$ cat src/rtl/lfsr_pkg.sv
// Shared types and default constants for the LFSR range generator.
package lfsr_pkg;

   typedef enum logic [1:0] {
      IDLE = 2'd0,
      DRAW = 2'd1,
      HOLD = 2'd2
   } fsm_t;

   localparam logic [7:0]  TAP_MASK_8  = 8'hB8;
   localparam logic [15:0] TAP_MASK_16 = 16'hB400;
   localparam logic [15:0] SEED_16     = 16'hACE1;

endpackage

$ cat src/rtl/lfsr_core.sv
// Fibonacci LFSR register: shift left, parity of tapped bits enters at bit 0.
// A zero load value falls back to INIT_SEED so the register never locks up.
module lfsr_core
   import lfsr_pkg::*;
#(
   parameter int               WIDTH     = 16,
   parameter logic [WIDTH-1:0] TAP_MASK  = WIDTH'(TAP_MASK_16),
   parameter logic [WIDTH-1:0] INIT_SEED = WIDTH'(SEED_16)
) (
   input  logic             clk,
   input  logic             rst,
   input  logic             en,
   input  logic             load,
   input  logic [WIDTH-1:0] load_val,
   output logic [WIDTH-1:0] state
);

   logic [WIDTH-1:0] r_state;
   logic [WIDTH-1:0] w_next;
   logic [WIDTH-1:0] w_seed;

   assign w_next = {r_state[WIDTH-2:0], ^(r_state & TAP_MASK)};
   assign w_seed = (load_val == '0) ? INIT_SEED : load_val;

   always_ff @(posedge clk) begin
      if (rst) begin
         r_state <= INIT_SEED;
      end else if (load) begin
         r_state <= w_seed;
      end else if (en) begin
         r_state <= w_next;
      end
   end

   assign state = r_state;

endmodule

$ cat src/rtl/lfsr_range_gen.sv
// Request/response wrapper that maps LFSR output into 0..RANGE-1.
// Define LFSR_RANGE_REJECT_EN for rejection sampling; otherwise a one-cycle scaled draw.
module lfsr_range_gen
   import lfsr_pkg::*;
#(
   parameter int               WIDTH     = 16,
   parameter logic [WIDTH-1:0] TAP_MASK  = WIDTH'(TAP_MASK_16),
   parameter logic [WIDTH-1:0] INIT_SEED = WIDTH'(SEED_16),
   parameter int               RANGE     = 9,
   parameter int               OUT_W     = 4,
   parameter int               MAX_TRIES = 8
) (
   input  logic             clk,
   input  logic             rst,
   input  logic             en,
   input  logic             seed_load,
   input  logic [WIDTH-1:0] seed_in,
   input  logic             req_valid,
   output logic             req_ready,
   output logic             rsp_valid,
   output logic [OUT_W-1:0] rsp_data,
   input  logic             rsp_ready,
   output logic [WIDTH-1:0] state,
   output logic             fallback
);

   fsm_t             r_fsm;
   logic             r_req_ready;
   logic             r_rsp_valid;
   logic [OUT_W-1:0] r_rsp_data;
   logic [WIDTH-1:0] w_state;
   logic [OUT_W-1:0] w_cand;
   logic             w_step;

`ifdef LFSR_RANGE_REJECT_EN
   localparam int             CW       = OUT_W + 1;
   localparam int             TW       = $clog2(MAX_TRIES + 1);
   localparam logic [TW-1:0]  TRY_LAST = TW'(MAX_TRIES - 1);

   logic          r_fallback;
   logic [TW-1:0] r_tries;
   logic          w_in_range;

   assign w_in_range = ({1'b0, w_cand} < CW'(RANGE));
   assign fallback   = r_fallback;
`else
   localparam int PW = 2 * OUT_W + 1;

   assign fallback = 1'b0;
`endif

   // DRAW consumes one LFSR step per cycle whether or not free-run is enabled
   assign w_step = (r_fsm == DRAW) | en;
   assign w_cand = w_state[OUT_W-1:0];

   lfsr_core #(
      .WIDTH     (WIDTH),
      .TAP_MASK  (TAP_MASK),
      .INIT_SEED (INIT_SEED)
   ) u_core (
      .clk      (clk),
      .rst      (rst),
      .en       (w_step),
      .load     (seed_load),
      .load_val (seed_in),
      .state    (w_state)
   );

   always_ff @(posedge clk) begin
      if (rst) begin
         r_fsm       <= IDLE;
         r_req_ready <= 1'b1;
         r_rsp_valid <= 1'b0;
         r_rsp_data  <= '0;
`ifdef LFSR_RANGE_REJECT_EN
         r_fallback  <= 1'b0;
         r_tries     <= '0;
`endif
      end else begin
`ifdef LFSR_RANGE_REJECT_EN
         r_fallback <= 1'b0;
`endif
         case (r_fsm)
            IDLE: begin
               if (req_valid) begin
                  r_fsm       <= DRAW;
                  r_req_ready <= 1'b0;
`ifdef LFSR_RANGE_REJECT_EN
                  r_tries     <= '0;
`endif
               end
            end
            DRAW: begin
               // A seed load restarts the draw from the new seed on the next cycle
               if (!seed_load) begin
`ifdef LFSR_RANGE_REJECT_EN
                  if (w_in_range) begin
                     r_rsp_data  <= w_cand;
                     r_rsp_valid <= 1'b1;
                     r_fsm       <= HOLD;
                  end else if (r_tries == TRY_LAST) begin
                     r_rsp_data  <= w_cand - OUT_W'(RANGE);
                     r_fallback  <= 1'b1;
                     r_rsp_valid <= 1'b1;
                     r_fsm       <= HOLD;
                  end else begin
                     r_tries <= r_tries + TW'(1);
                  end
`else
                  r_rsp_data  <= OUT_W'((PW'(w_cand) * PW'(RANGE)) >> OUT_W);
                  r_rsp_valid <= 1'b1;
                  r_fsm       <= HOLD;
`endif
               end
`ifdef LFSR_RANGE_REJECT_EN
               else begin
                  r_tries <= '0;
               end
`endif
            end
            HOLD: begin
               if (rsp_ready) begin
                  r_fsm       <= IDLE;
                  r_rsp_valid <= 1'b0;
                  r_req_ready <= 1'b1;
               end
            end
            default: r_fsm <= IDLE;
         endcase
      end
   end

   assign req_ready = r_req_ready;
   assign rsp_valid = r_rsp_valid;
   assign rsp_data  = r_rsp_data;
   assign state     = w_state;

endmodule
$ cat config.mk
export PLATFORM = sky130hd
export DESIGN_NAME = lfsr_range_gen
export DESIGN_NICKNAME = d
export VERILOG_FILES = /design/src/rtl/lfsr_pkg.sv /design/src/rtl/lfsr_core.sv /design/src/rtl/lfsr_range_gen.sv
export SDC_FILE = /design/constraint.sdc
export NUM_CORES = 1
export LEC_CHECK = 0
export ABC_AREA = 1
export CORE_ASPECT_RATIO = 1.75
export CORE_MARGIN = 3
export CORE_UTILIZATION = 44
export CTS_CLUSTER_SIZE = 28
export DETAILED_ROUTE_END_ITERATION = 10
export PLACE_DENSITY = 0.78
export SYNTH_ARGS = -nofsm -noshare
export SYNTH_HDL_FRONTEND = slang
export SYNTH_SLANG_ARGS = --single-unit
$ cat constraint.sdc
create_clock -name clk -period 1.71 [get_ports clk]
set_input_delay 0.342 -clock clk [delete_from_list [all_inputs] [get_ports clk]]
set_output_delay 0.342 -clock clk [all_outputs]
set_load 0.01 [all_outputs]
# [Yosys cells after proc, flatten, opt, wreduce, memory -nomap -nowiden]
# Index checks and enable logic that the tools add are counted.
[op_classes] mul=1 n_eq_ne=5 n_mux=13 bitwise_logic=2 n_reduce_logical=10
[ops] operator="two-way mux 16 bit" n=3
[ops] operator="logical NOT 16 bit" n=1
[ops] operator="parity 16 bit" n=1
[ops] operator="AND reduction 3 bit" n=3
[ops] operator="multiplier 4 x 4 -> 8 bit, second input constant" n=1
[ops] operator="two-way mux 2 bit" n=3
[ops] operator="!= test 2 bit, second input constant" n=3
[ops] operator="one-hot mux 2 bit (3 select lines)" n=1
[ops] operator="nonzero test 2 bit" n=3
[ops] operator="two-way mux 1 bit" n=4
[ops] operator="one-hot mux 1 bit (2 select lines)" n=2
[ops] operator="== test 2 x 1 -> 1 bit, second input constant" n=1
[ops] operator="== test 2 bit, second input constant" n=1
[ops] operator="logical NOT 2 bit" n=1
[ops] operator="AND reduction 2 bit" n=1
[ops] operator="NOT 1 bit" n=1
[ops] operator="OR 1 bit" n=1
[word_totals] reg_bits=24 inputBits=22 output_inout_bits=23

# [Depth between registers and ports, before layout]
[logic_depth] word_depth=4 mapped_depth=8

# [By module]
# From an unflattened synthesis, not the netlist that was laid out.
[hier_totals] hier_cells=199 area_unflattened_um2=1302.5
[by_module_without_submodules] mod="lfsr_core" instances=1 cells_per_inst=139 area_each_um2=884.6 seq_area_each_um2=320.3
[by_module_without_submodules] mod="lfsr_range_gen" instances=1 cells_per_inst=60 area_each_um2=417.9 seq_area_each_um2=160.2

# [Worst setup path before layout]
# No wires, ideal clock.
[synth_path] path_kind="register to register" from="reg u_core.r_state[3], in the netlist u_core.state[3]" to="reg r_rsp_data[2], in the netlist rsp_data[2]" setup_time_ns=0.114 arrival_time_ns=1.150 t_required_ns=1.596 slack_ns=0.447 stages_incl_launch_ff=9 cell_sequence="dfxtp_1 -> nand2_1 -> inv_1 -> ha_1 -> ha_1 -> xnor2_1 -> nor2_1 -> a21oi_1 -> nor2_1"
[synth_between] elab_chain_cells=1
[synth_lines] item="start: declaration" line="lfsr_core.sv:18" text="logic [WIDTH-1:0] r_state;"
[synth_lines] item="start signal: assignment" line="lfsr_core.sv:29" text="r_state <= w_seed;"
[synth_lines] item="start signal: assignment" line="lfsr_core.sv:31" text="r_state <= w_next;"
[synth_lines] item="multiplier 4 x 4 -> 8 bit" line="lfsr_range_gen.sv:110" text="r_rsp_data <= OUT_W'((PW'(w_cand) * PW'(RANGE)) >> OUT_W);"
[synth_lines] item="end signal: assignment" line="lfsr_range_gen.sv:110"
[synth_lines] item="end: declaration" line="lfsr_range_gen.sv:30" text="logic [OUT_W-1:0] r_rsp_data;"
# No other way between the ends.
# A chain may end at the register's enable or synchronous reset.

# [Worst setup path in the final report]
[layout_path] from="reg u_core.r_state[13], in the netlist u_core.state[13]" to="out state[13]"
[layout_rtl] item="end: declaration" line="lfsr_range_gen.sv:23" text="output logic [WIDTH-1:0] state,"
# No word-level cell between the ends.

==> results.toml <==
[logic_synthesis]
netlist-cell-type-count = 23
ys_async_sr_fraction_pct = 0
synth.most_common_cell = "sky130_fd_sc_hd__nand2_1"
synth_compound_area_share_pct = 15.4
synth_top_family_by_area = "simple AND/OR/NAND/NOR gates"
ys_top_cells_by_count = "55 x sky130_fd_sc_hd__nand2_1, 30 x sky130_fd_sc_hd__nor2_1, 24 x sky130_fd_sc_hd__dfxtp_1"
synth_top_flop_cell = "sky130_fd_sc_hd__dfxtp_1"
post_synth_instance_area_mm2 = 0.00125
synth-edff-count = 0
synth.area.mux_share_pct = 0
yosys-top-cells-area = "sky130_fd_sc_hd__dfxtp_1 38%, sky130_fd_sc_hd__nand2_1 17%, sky130_fd_sc_hd__nor2_1 9.0%, sky130_fd_sc_hd__nand3_1 5.6%, sky130_fd_sc_hd__a21oi_1 5.2%"
syn-num-nets = 213
post_synth_xor_area_fraction_pct = 0.700
synthDominantCellAreaShare_pct = 38.4
synth_adder_area_share_pct = 2.00
synthesis.yosys.warnings = 0
ys_seq_elements = 24
synth_seq_area_share_pct = 38.4
synthSimpleGateAreaFrac_pct = 35.3
syn-instance-count = 189
post_synthesis_average_cell_area_um2 = 6.62
synth_top_area_cell = "sky130_fd_sc_hd__dfxtp_1"

[hold_path]
hold_path.startpoint = "req_ready"
instance_count_along_the_most_critical_hold_path = 1
hold_path_end = "req_ready"
min-delay-path-class = "register to register"

[sta]
slew_violations = 0
hold_viol = 0
final.period_utilization_pct = 93.7
rsz_0062_raised_after_global_routing = "false"
final-setup-viol-count = 0
finalWorstPathRequiredPeriod_ps = 1600
fmaxAchievable_mhz = 624
setup_tns_ps = 0
finalWorstSetupSlack_ps = 108
finClkSkew_ps = 5.33

[setup_path]
timing.critical_path.buf_inv = 1
cp_data_arrival_time_ps = 1260
crit-reg2reg-capture = "rsp_data[2]"
r2r_cells = 8
worst-path-max-fanout = 6
endpoint_kind = "output port"
regToRegSetupSlack_ps = 420
startpoint_type = "register"
timing_worst_setup_path_type = "register to output port"
timing.critical_path.cells = "clkdlybuf4s50_1"
cp.depth = 1
slowest_delay_ps = 570
critPathRequiredTime_ps = 1370
cp_top_family = "buffers and inverters"
worst_path_max_delay_cell = "sky130_fd_sc_hd__clkdlybuf4s50_1"
regToRegStartpoint = "u_core.state[3]"

[pwr]
fin_total_pwr_w = 0.00139
p_leak_nw = 0.792
ir_drop_mv = 0.555
powerDensity_mw_per_mm2 = 775

[cells_and_area]
area.growth.synth_to_final_pct = 43.4
post_route_cells_drive_above_1_share_pct = 8.44
fin_util_pct = 65.9
final_nets = 262
insertedDiodeCount = 0
fillerInstances = 248

[routing]
routed-via-count = 1323
route.detailed.vias_per_inst = 5.01
drtIter0Drc = 39
detail_route.first_pass.iterations = 4
drt_wl_total_um = 3200
wl_per_cell_um = 12.1
drc_violation_count_after_routing = 0
drtAntennaViolNets = 0

[grt]
first_global_vias = 1240
grt_max_degree = 14
track_usage_pct = 20.0
globalRoute.totalOverflow = 0
antenna_violations_before_repair = 0
grt_pass1_wl_um = 5460

[clock_network]
number_of_hold_buffers_added_after_cts = 0
clock_path_buffers = 2
clock_root_buffer = "sky130_fd_sc_hd__clkbuf_8"
clk-insertion-delay-late_ps = 270
cts_resized = 0
cts-buffers-inserted = 3
clock_pin_slew_of_the_registers_on_the_worst_case_setup_and_hold_paths_ps = 90
cts_htree_levels = 1
cts_post_setup_buffers_inserted = 0
cts_tree = "done"
clock_sinks = 24

[job]
maxCapViolCount = 0

[placement]
gp_congestion = 0.778
detailed_placement_hpwl_um = 2420
port_buffers = 43
dp_slack_ps = 101

[floorplan]
io-pin-count = 45
initial_core_util_pct = 46.0
die-area_mm2 = 0.00354
floorplan.die.width_um = 46.3
die_h_um = 76.5
fp-row-count = 25
core-area_mm2 = 0.00272

[outcome]
run_status = "complete, no violations"
## sequential cells by signal (all words and copies together), names as in the netlist
register / flops
r_fsm: 2
rsp_valid: 1
req_ready: 1
rsp_data: 4
u_core.state: 16
## metal layers
metal / wire, um / GRT usage, % / part of all wire [%] / vias to the layer above
met2: 1740 / 34.9 / 54 / 39
met3: 116 / 1.42 / 3.6 / 4
met5: 0 / 0 / 0 / -
met1: 1310 / 24.2 / 41 / 578
li1: - / - / - / 702
met4: 29 / 6.84 / 0.91 / 0
## metrics by stage
| step | instance area [um^2] | std cells | hold slack [ps] |
|---|---|---|---|
| 5_1_grt | 1790 | 264 | 493 |
| 6_report | 1790 | 264 | 458 |
| 3_5_place_dp | 1740 | 260 | 443 |
| 2_1_floorplan | 1250 | 189 | 411 |
| 4_1_cts | 1790 | 264 | 463 |
| 3_3_place_gp | 1740 | 260 | 435 |
## cells by family (layout without fill, tap and decap cells)
family	Yosys count	after routing
adders and majority gates	2	2
AOI/OAI and AO/OA	36	36
xor gates and xnor gates	1	1
other	1	1
buffers and inverters	20	68
and+or+nand+nor	105	105
DFF	24	24
## cells in the final DEF (no fill, tap or decap)
master | netlist | layout
sky130_fd_sc_hd__dfxtp_2 | 0 | 1
sky130_fd_sc_hd__clkdlybuf4s50_1 | 0 | 43
sky130_fd_sc_hd__o2111a_1 | 1 | 1
sky130_fd_sc_hd__o31ai_1 | 1 | 1
sky130_fd_sc_hd__o21ai_1 | 10 | 10
sky130_fd_sc_hd__o22ai_1 | 1 | 1
sky130_fd_sc_hd__buf_4 | 1 | 7
sky130_fd_sc_hd__nand2_2 | 2 | 2
sky130_fd_sc_hd__a21oi_1 | 13 | 13
sky130_fd_sc_hd__nand2_1 | 55 | 55
sky130_fd_sc_hd__nand3_1 | 14 | 14
sky130_fd_sc_hd__nor3_2 | 1 | 1
sky130_fd_sc_hd__nor2_1 | 30 | 30
sky130_fd_sc_hd__nor2_4 | 2 | 2
sky130_fd_sc_hd__inv_2 | 2 | 2
sky130_fd_sc_hd__dfxtp_1 | 24 | 23
sky130_fd_sc_hd__conb_1 | 1 | 1
sky130_fd_sc_hd__a21o_1 | 1 | 1
sky130_fd_sc_hd__inv_1 | 11 | 11
sky130_fd_sc_hd__xnor2_1 | 1 | 1
sky130_fd_sc_hd__buf_12 | 0 | 1
sky130_fd_sc_hd__clkbuf_8 | 0 | 4
sky130_fd_sc_hd__o21ai_0 | 9 | 9
sky130_fd_sc_hd__nand3b_1 | 1 | 1
sky130_fd_sc_hd__ha_1 | 2 | 2
## worst max path at each step
stage	from	endpoint	slack, ps
after floorplan	u_core.state[3]	rsp_data[2]	450
after global placement	seed_load	u_core.state[0]	100
after detailed placement	seed_in[7]	u_core.state[15]	100
after CTS	u_core.state[3]	state[3]	60
after global routing	u_core.state[13]	state[13]	50
final	u_core.state[13]	state[13]	110
## where the power goes
group          internal [W]  switching [W]  leakage [nW]
registers          0.000603      0.0000419         0.199
clock network      0.000206       0.000184        0.0288
logic              0.000189       0.000167         0.564
total              0.000998       0.000393         0.792
## final cells by class
type,count,area [um^2],share of cell area (%)
Multi-Input combinational cell,145,672,37.4
Timing Repair Buffer,51,503,28.0
Sequential cell,24,482,26.8
Clock buffer,4,55.1,3.07
Inverter,13,48.8,2.72
Tap cell,27,33.8,1.88
(Power assumes the default switching activity.)
